### src/rtl/code_entry_seq.sv
// code_entry_seq: pushbutton code entry in front of the motor-unlock checker.
// Buttons are synchronized and debounced into single-cycle press pulses.
// The FSM assembles five bits, presents them for a fixed hold window, and
// reads the checker's unlock result back to count failures. Repeated
// failures trigger a timed lockout.
//
// Handshake note: there is no valid/ready pair here. code_valid is a
// qualifier only. The checker has no way to stall the presentation. It
// answers through unlock, which is sampled once, on the final hold cycle.

// Per-button front end: 2-flop synchronizer, debounce, rising-edge pulse.
module code_entry_seq_btn #(
  parameter int DEBOUNCE_CYCLES = 16
) (
  input  logic clk,
  input  logic rst_n,
  input  logic btn_i,
  output logic pulse_o
);

  localparam int DW = (DEBOUNCE_CYCLES > 1) ? $clog2(DEBOUNCE_CYCLES) : 1;
  localparam logic [DW-1:0] CNT_LAST = DW'(DEBOUNCE_CYCLES - 1);

  logic          sync1_q, sync2_q;
  logic          level_q, level_d;
  logic          pulse_q, pulse_d;
  logic [DW-1:0] cnt_q, cnt_d;

  // Two-flop synchronizer for the asynchronous raw button.
  always_ff @(posedge clk or negedge rst_n) begin
    if (!rst_n) begin
      sync1_q <= 1'b0;
      sync2_q <= 1'b0;
    end else begin
      sync1_q <= btn_i;
      sync2_q <= sync1_q;
    end
  end

  // Accept a new level after DEBOUNCE_CYCLES consecutive differing samples.
  // Pulse only when the accepted level rises.
  always_comb begin
    level_d = level_q;
    cnt_d   = cnt_q;
    pulse_d = 1'b0;
    if (sync2_q == level_q) begin
      cnt_d = '0;
    end else if (cnt_q == CNT_LAST) begin
      level_d = sync2_q;
      cnt_d   = '0;
      pulse_d = sync2_q;
    end else begin
      cnt_d = cnt_q + 1'b1;
    end
  end

  // Debounce state registers.
  always_ff @(posedge clk or negedge rst_n) begin
    if (!rst_n) begin
      level_q <= 1'b0;
      cnt_q   <= '0;
      pulse_q <= 1'b0;
    end else begin
      level_q <= level_d;
      cnt_q   <= cnt_d;
      pulse_q <= pulse_d;
    end
  end

  assign pulse_o = pulse_q;

endmodule

// Top: code entry sequencer.
module code_entry_seq #(
  parameter int DEBOUNCE_CYCLES = 16,
  parameter int HOLD_CYCLES     = 1000,
  parameter int MAX_FAILS       = 3,
  parameter int LOCKOUT_CYCLES  = 5000
) (
  input  logic       clk,
  input  logic       rst_n,
  input  logic       btn_zero,
  input  logic       btn_one,
  input  logic       btn_enter,
  input  logic       btn_clear,
  input  logic       unlock,
  output logic [4:0] code,
  output logic       code_valid,
  output logic [2:0] digit_count,
  output logic [1:0] fail_count,
  output logic       locked,
  output logic [1:0] dbg_state_o
);

  localparam int HW = (HOLD_CYCLES > 1) ? $clog2(HOLD_CYCLES) : 1;
  localparam int LW = (LOCKOUT_CYCLES > 1) ? $clog2(LOCKOUT_CYCLES) : 1;
  localparam logic [HW-1:0] HOLD_LAST = HW'(HOLD_CYCLES - 1);
  localparam logic [LW-1:0] LOCK_LAST = LW'(LOCKOUT_CYCLES - 1);
  localparam logic [1:0]    FAIL_LAST = 2'(MAX_FAILS - 1);

  typedef enum logic [1:0] {
    ST_ENTRY   = 2'd0,
    ST_FULL    = 2'd1,
    ST_PRESENT = 2'd2,
    ST_LOCKOUT = 2'd3
  } state_t;

  state_t        state_q, state_d;
  logic [4:0]    shreg_q, shreg_d;
  logic [2:0]    digit_q, digit_d;
  logic [1:0]    fail_q, fail_d;
  logic [4:0]    code_q, code_d;
  logic          valid_q, valid_d;
  logic          locked_q, locked_d;
  logic [HW-1:0] hold_q, hold_d;
  logic [LW-1:0] lock_cnt_q, lock_cnt_d;

  logic zero_p, one_p, enter_p, clear_p;
  logic dig_p, dig_bit;

  code_entry_seq_btn #(.DEBOUNCE_CYCLES(DEBOUNCE_CYCLES)) u_btn_zero (
    .clk(clk), .rst_n(rst_n), .btn_i(btn_zero), .pulse_o(zero_p)
  );
  code_entry_seq_btn #(.DEBOUNCE_CYCLES(DEBOUNCE_CYCLES)) u_btn_one (
    .clk(clk), .rst_n(rst_n), .btn_i(btn_one), .pulse_o(one_p)
  );
  code_entry_seq_btn #(.DEBOUNCE_CYCLES(DEBOUNCE_CYCLES)) u_btn_enter (
    .clk(clk), .rst_n(rst_n), .btn_i(btn_enter), .pulse_o(enter_p)
  );
  code_entry_seq_btn #(.DEBOUNCE_CYCLES(DEBOUNCE_CYCLES)) u_btn_clear (
    .clk(clk), .rst_n(rst_n), .btn_i(btn_clear), .pulse_o(clear_p)
  );

  // A digit counts only when exactly one of zero/one pulses this cycle.
  assign dig_p   = zero_p ^ one_p;
  assign dig_bit = one_p;

  // Next-state and output logic. Clear is tested first so it wins over enter and digits.
  always_comb begin
    state_d    = state_q;
    shreg_d    = shreg_q;
    digit_d    = digit_q;
    fail_d     = fail_q;
    code_d     = code_q;
    valid_d    = valid_q;
    locked_d   = locked_q;
    hold_d     = hold_q;
    lock_cnt_d = lock_cnt_q;
    unique case (state_q)
      ST_ENTRY: begin
        if (clear_p) begin
          shreg_d = '0;
          digit_d = '0;
        end else if (dig_p) begin
          shreg_d = {shreg_q[3:0], dig_bit};
          digit_d = digit_q + 3'd1;
          if (digit_q == 3'd4) state_d = ST_FULL;
        end
      end
      ST_FULL: begin
        if (clear_p) begin
          shreg_d = '0;
          digit_d = '0;
          state_d = ST_ENTRY;
        end else if (enter_p) begin
          code_d  = shreg_q;
          valid_d = 1'b1;
          hold_d  = '0;
          state_d = ST_PRESENT;
        end
      end
      ST_PRESENT: begin
        if (hold_q == HOLD_LAST) begin
          // Checker output lags code by one cycle, so it is valid only here.
          code_d  = '0;
          valid_d = 1'b0;
          shreg_d = '0;
          digit_d = '0;
          if (unlock) begin
            fail_d  = '0;
            state_d = ST_ENTRY;
          end else if (fail_q == FAIL_LAST) begin
            fail_d     = fail_q + 2'd1;
            locked_d   = 1'b1;
            lock_cnt_d = '0;
            state_d    = ST_LOCKOUT;
          end else begin
            fail_d  = fail_q + 2'd1;
            state_d = ST_ENTRY;
          end
        end else begin
          hold_d = hold_q + 1'b1;
        end
      end
      ST_LOCKOUT: begin
        if (lock_cnt_q == LOCK_LAST) begin
          locked_d = 1'b0;
          fail_d   = '0;
          state_d  = ST_ENTRY;
        end else begin
          lock_cnt_d = lock_cnt_q + 1'b1;
        end
      end
      default: state_d = ST_ENTRY;
    endcase
  end

  // State and output registers.
  always_ff @(posedge clk or negedge rst_n) begin
    if (!rst_n) begin
      state_q    <= ST_ENTRY;
      shreg_q    <= '0;
      digit_q    <= '0;
      fail_q     <= '0;
      code_q     <= '0;
      valid_q    <= 1'b0;
      locked_q   <= 1'b0;
      hold_q     <= '0;
      lock_cnt_q <= '0;
    end else begin
      state_q    <= state_d;
      shreg_q    <= shreg_d;
      digit_q    <= digit_d;
      fail_q     <= fail_d;
      code_q     <= code_d;
      valid_q    <= valid_d;
      locked_q   <= locked_d;
      hold_q     <= hold_d;
      lock_cnt_q <= lock_cnt_d;
    end
  end

  assign code        = code_q;
  assign code_valid  = valid_q;
  assign digit_count = digit_q;
  assign fail_count  = fail_q;
  assign locked      = locked_q;
  assign dbg_state_o = state_q;

endmodule

### config.mk
export PLATFORM = sky130hd
export DESIGN_NAME = code_entry_seq
export DESIGN_NICKNAME = d
export VERILOG_FILES = /design/src/rtl/code_entry_seq.sv
export SDC_FILE = /design/constraint.sdc
export NUM_CORES = 1
export LEC_CHECK = 0
export ABC_AREA = 1
export ABC_CLOCK_PERIOD_IN_PS = 1690
export CORE_UTILIZATION = 55
export DETAILED_ROUTE_END_ITERATION = 8
export DONT_BUFFER_PORTS = 1
export GPL_TIMING_DRIVEN = 0
export PLACE_DENSITY_LB_ADDON = 0.08
export SLEW_MARGIN = 0
export SYNTH_ARGS = -nofsm -noshare
export SYNTH_HDL_FRONTEND = slang
export SYNTH_SLANG_ARGS = --single-unit
### constraint.sdc
create_clock -name clk -period 1.69 [get_ports clk]
set_input_delay 0.2535 -clock clk [delete_from_list [all_inputs] [get_ports clk]]
set_output_delay 0.2535 -clock clk [all_outputs]
set_load 0.02 [all_outputs]
==> results.toml <==
[run_status]
outcome = "complete, but fails checks"
violations = "hold timing"

[placement]
hpwl_microns = 4640
portBuffers = 0
placed_cells = 556
gp_congestion = 0.853

[sta]
skew_ns = 0.0112
period_minus_slack_ns = 1.61
maxSlewHeadroom_pct = 71.0
setup-violations-final = 0
timing.final.max_slew_violations = 0
fmax_mhz = 621
rsz0062_at_grt = "yes"
worst_pin_slew_ns = 0.433
hold-worst-slack_ns = -0.411
hold_viol_final = 74
fin_crit_sh_pct = 95.3

[clock_network]
cts_buffers = 9
clk_pin_slew_ns = 0.08
clk_path_buf_depth = 2
cts_sinks = 74
htree_num_levels = 3
cts_tree = "done"
root_buffer = "clkbuf_8"
hold_buffers = 4
worst_skew_pair.late_latency_ns = 0.35

[finish]
regArea_sq_um = 1860
area_growth_pct = 10.7
drive_gt1_share_pct = 13.0
multiInputGateArea_sq_um = 1760
fin_util_pct = 64.7
antenna_cells = 0
final_nets = 518
stdcell_count = 578
fillers = 552

[floorplanning]
core.rowCount = 29
start_util_pct = 58.5
die_h_microns = 85.1
core-area_sq_um = 6490
pin_count = 21
dieArea_sq_um = 7250
fp.dieW_microns = 85.1

[logic_synthesis]
ys_types = 28
synth-edff-count = 0
synth_top_family_by_area = "simple AND/OR/NAND/NOR gates"
yosys_warnings = 0
netlist.area_leader.share_pct = 48.7
synthArstFlopShare_pct = 100
ys_ff_latch = 74
synth_cells = 479
synth_area_sq_um = 3800
mappedNetlistNets = 500
synthMuxAreaShare_pct = 0
avgSynthCellArea_sq_um = 7.93
yosysTopAreaCell = "dfrtp_1"
synth_compound_area_share_pct = 6.32
synthFlopType = "dfrtp_1"
synth_area_leaders = "dfrtp_1 (49%), nand2_1 (16%), nor2_1 (6.6%)"
synth_xor_area_share_pct = 3.00
seq_area_frac_synth_pct = 48.7
synth_simple_gate_area_share_pct = 30.9
synthAdderAreaFrac_pct = 4.61

[critical_path]
path_class = "reg2reg"
cpPeakStageDelay_ns = 0.50
crit_family = "flip-flops"
cp_cell_sequence = "inv_2, ha_4, nand4_4, nand2_4, inv_2, nor2_4, buf_6, nand2_1, nand2_1"
worst-path-max-fanout = 10
worstSetupEndpointType = "flop"
path_buf_inv = 3
cpMaxStageDelayCell = "dfrtp_2"
crit_arrival_ns = 1.90
cp.required_ns = 1.98
startpoint_type = "flop"
r2r_slack_ns = 0.08

[power]
total_leakage_power_nw = 2.06
vdd_drop_max_uv = 631
power_density_nw_per_um2 = 761

[flow_run]
drv_cap = 0

[routing]
wl_per_cell_microns = 12.0
viasPerCell = 5.07
first_iter_violations = 155
first_pass_iters = 4
ant_nets = 0
drc = 0
via_count = 2933
routed_wl_microns = 6920

[global_routing]
grt_use_total_pct = 21.0
grt_pass1_vias = 2713
overflow = 0
grt_first_pass_wirelength_microns = 11900
antenna_found_initial = 0
grt_start_max_net_pins = 75

[worst_hold_path]
min_path_type = "in2async"
==> layout by cell type, fill, tap and decap left out <==
| cell type | n |
|---|---|
| a21oi_1 | 4 |
| buf_4 | 3 |
| buf_6 | 4 |
| bufinv_16 | 1 |
| clkbuf_2 | 2 |
| clkbuf_8 | 9 |
| clkinv_2 | 4 |
| clkinv_4 | 1 |
| dfrtp_1 | 70 |
| dfrtp_2 | 4 |
| dlygate4sd3_1 | 4 |
| ha_1 | 11 |
| ha_2 | 2 |
| ha_4 | 1 |
| inv_1 | 43 |
| inv_2 | 9 |
| nand2_1 | 156 |
| nand2_2 | 4 |
| nand2_4 | 1 |
| nand3_1 | 31 |
| nand3_4 | 1 |
| nand3b_2 | 1 |
| nand4_1 | 7 |
| nand4_4 | 1 |
| nor2_1 | 66 |
| nor2_2 | 2 |
| nor2_4 | 2 |
| nor3_1 | 1 |
| nor3b_1 | 2 |
| o21ai_0 | 18 |
| o21ai_1 | 8 |
| o21ai_2 | 8 |
| o21ai_4 | 1 |
| o21bai_1 | 2 |
| or2_2 | 4 |
| xnor2_1 | 4 |
| xor2_1 | 9 |
==> logic make-up after synthesis <==
family | count (synthesis)
AND/OR/NAND/NOR | 279
flip-flops | 74
buffers and inverters | 58
AO/OA/AOI/OAI | 41
adder cells (fa/ha/maj) | 14
XOR/XNOR | 13
==> final cells by class <==
class / instances / area share, %
plain buffers: 6 / 1.31
repair buffers: 7 / 1.49
inverters: 52 / 4.64
flip-flops and latches: 74 / 44.2
multi-input cells: 347 / 41.8
clock buffers: 9 / 2.95
well taps: 77 / 2.29
clock inverters: 6 / 1.40
==> repair_timing <==
item	CTS	global route
endpoints found under the setup margin	41	36
pin swaps	0	3
resized for setup	8	17
endpoints found under the hold margin	78	74
buffers inserted	0	3
==> sequential cells by signal (all words and copies together), names as in the netlist, 2 cells and up <==
| signal | count |
|---|---|
| shreg_q | 5 |
| dbg_state_o | 2 |
| code | 5 |
| u_btn_enter.cnt_q | 4 |
| lock_cnt_q | 13 |
| digit_count | 3 |
| hold_q | 10 |
| fail_count | 2 |
| u_btn_zero.cnt_q | 4 |
| u_btn_clear.cnt_q | 4 |
| u_btn_one.cnt_q | 4 |
==> power breakdown <==
group / total (mW) / internal, mW / leakage, nW / switching [mW]
sequential: 1.82 / 1.80 / 0.969 / 0.0205
clock: 1.32 / 0.665 / 0.0986 / 0.653
combinational: 0.0612 / 0.0305 / 0.997 / 0.0307
==> per-layer routing <==
metal / vias up / wire [microns] / GRT usage [%]
met4: 0 / 129 / 10.2
met3: 13 / 190 / 4.38
met2: 35 / 3210 / 33.9
li1: 1533 / - / -
met5: - / 0 / 0
met1: 1352 / 3390 / 27.1
==> metrics by stage <==
| step | power (mW) | area [sq um] | hold slack [ns] | TNS (ns) | setup WS [ns] |
|---|---|---|---|---|---|
| after floorplan | 1.90 | 3800 | -0.0421 | 0 | 0.0675 |
| after global placement | 1.91 | 3900 | -0.0407 | -3.54 | -0.185 |
| after detailed placement | 1.91 | 3900 | -0.0406 | -3.42 | -0.187 |
| after CTS | 3.24 | 4130 | -0.429 | -0.166 | -0.0292 |
| after global routing | 3.33 | 4210 | -0.439 | -0.0539 | -0.0137 |
| final | 3.20 | 4210 | -0.411 | 0 | 0.0796 |
==> synth_stat cells (3+ instances only) <==
master / number
nand2_1: 158
dfrtp_1: 74
nor2_1: 67
inv_1: 49
nand3_1: 31
o21ai_0: 19
ha_1: 14
xor2_1: 9
o21ai_1: 8
o21ai_2: 8
nand4_1: 7
a21oi_1: 4
or2_2: 4
xnor2_1: 4
buf_6: 3
inv_2: 3
==> worst paths after layout <==
path                                               from                            to  depth (start not counted)
setup / recovery             dbg_state_o[0]$_DFFE_PN0P_     lock_cnt_q[6]$_DFFE_PN0P_                          9
hold / removal                                    rst_n     lock_cnt_q[7]$_DFFE_PN0P_                          0
setup reg to reg             dbg_state_o[0]$_DFFE_PN0P_     lock_cnt_q[6]$_DFFE_PN0P_                          9
hold reg to reg            u_btn_zero.sync1_q$_DFF_PN0_  u_btn_zero.sync2_q$_DFF_PN0_                          0
max in group asynchronous                         rst_n         hold_q[5]$_DFFE_PN0P_                          0
min in group clk                                 unlock     fail_count[0]$_DFFE_PN0P_                          3
Note: power is estimated with default switching activity, not from simulation.
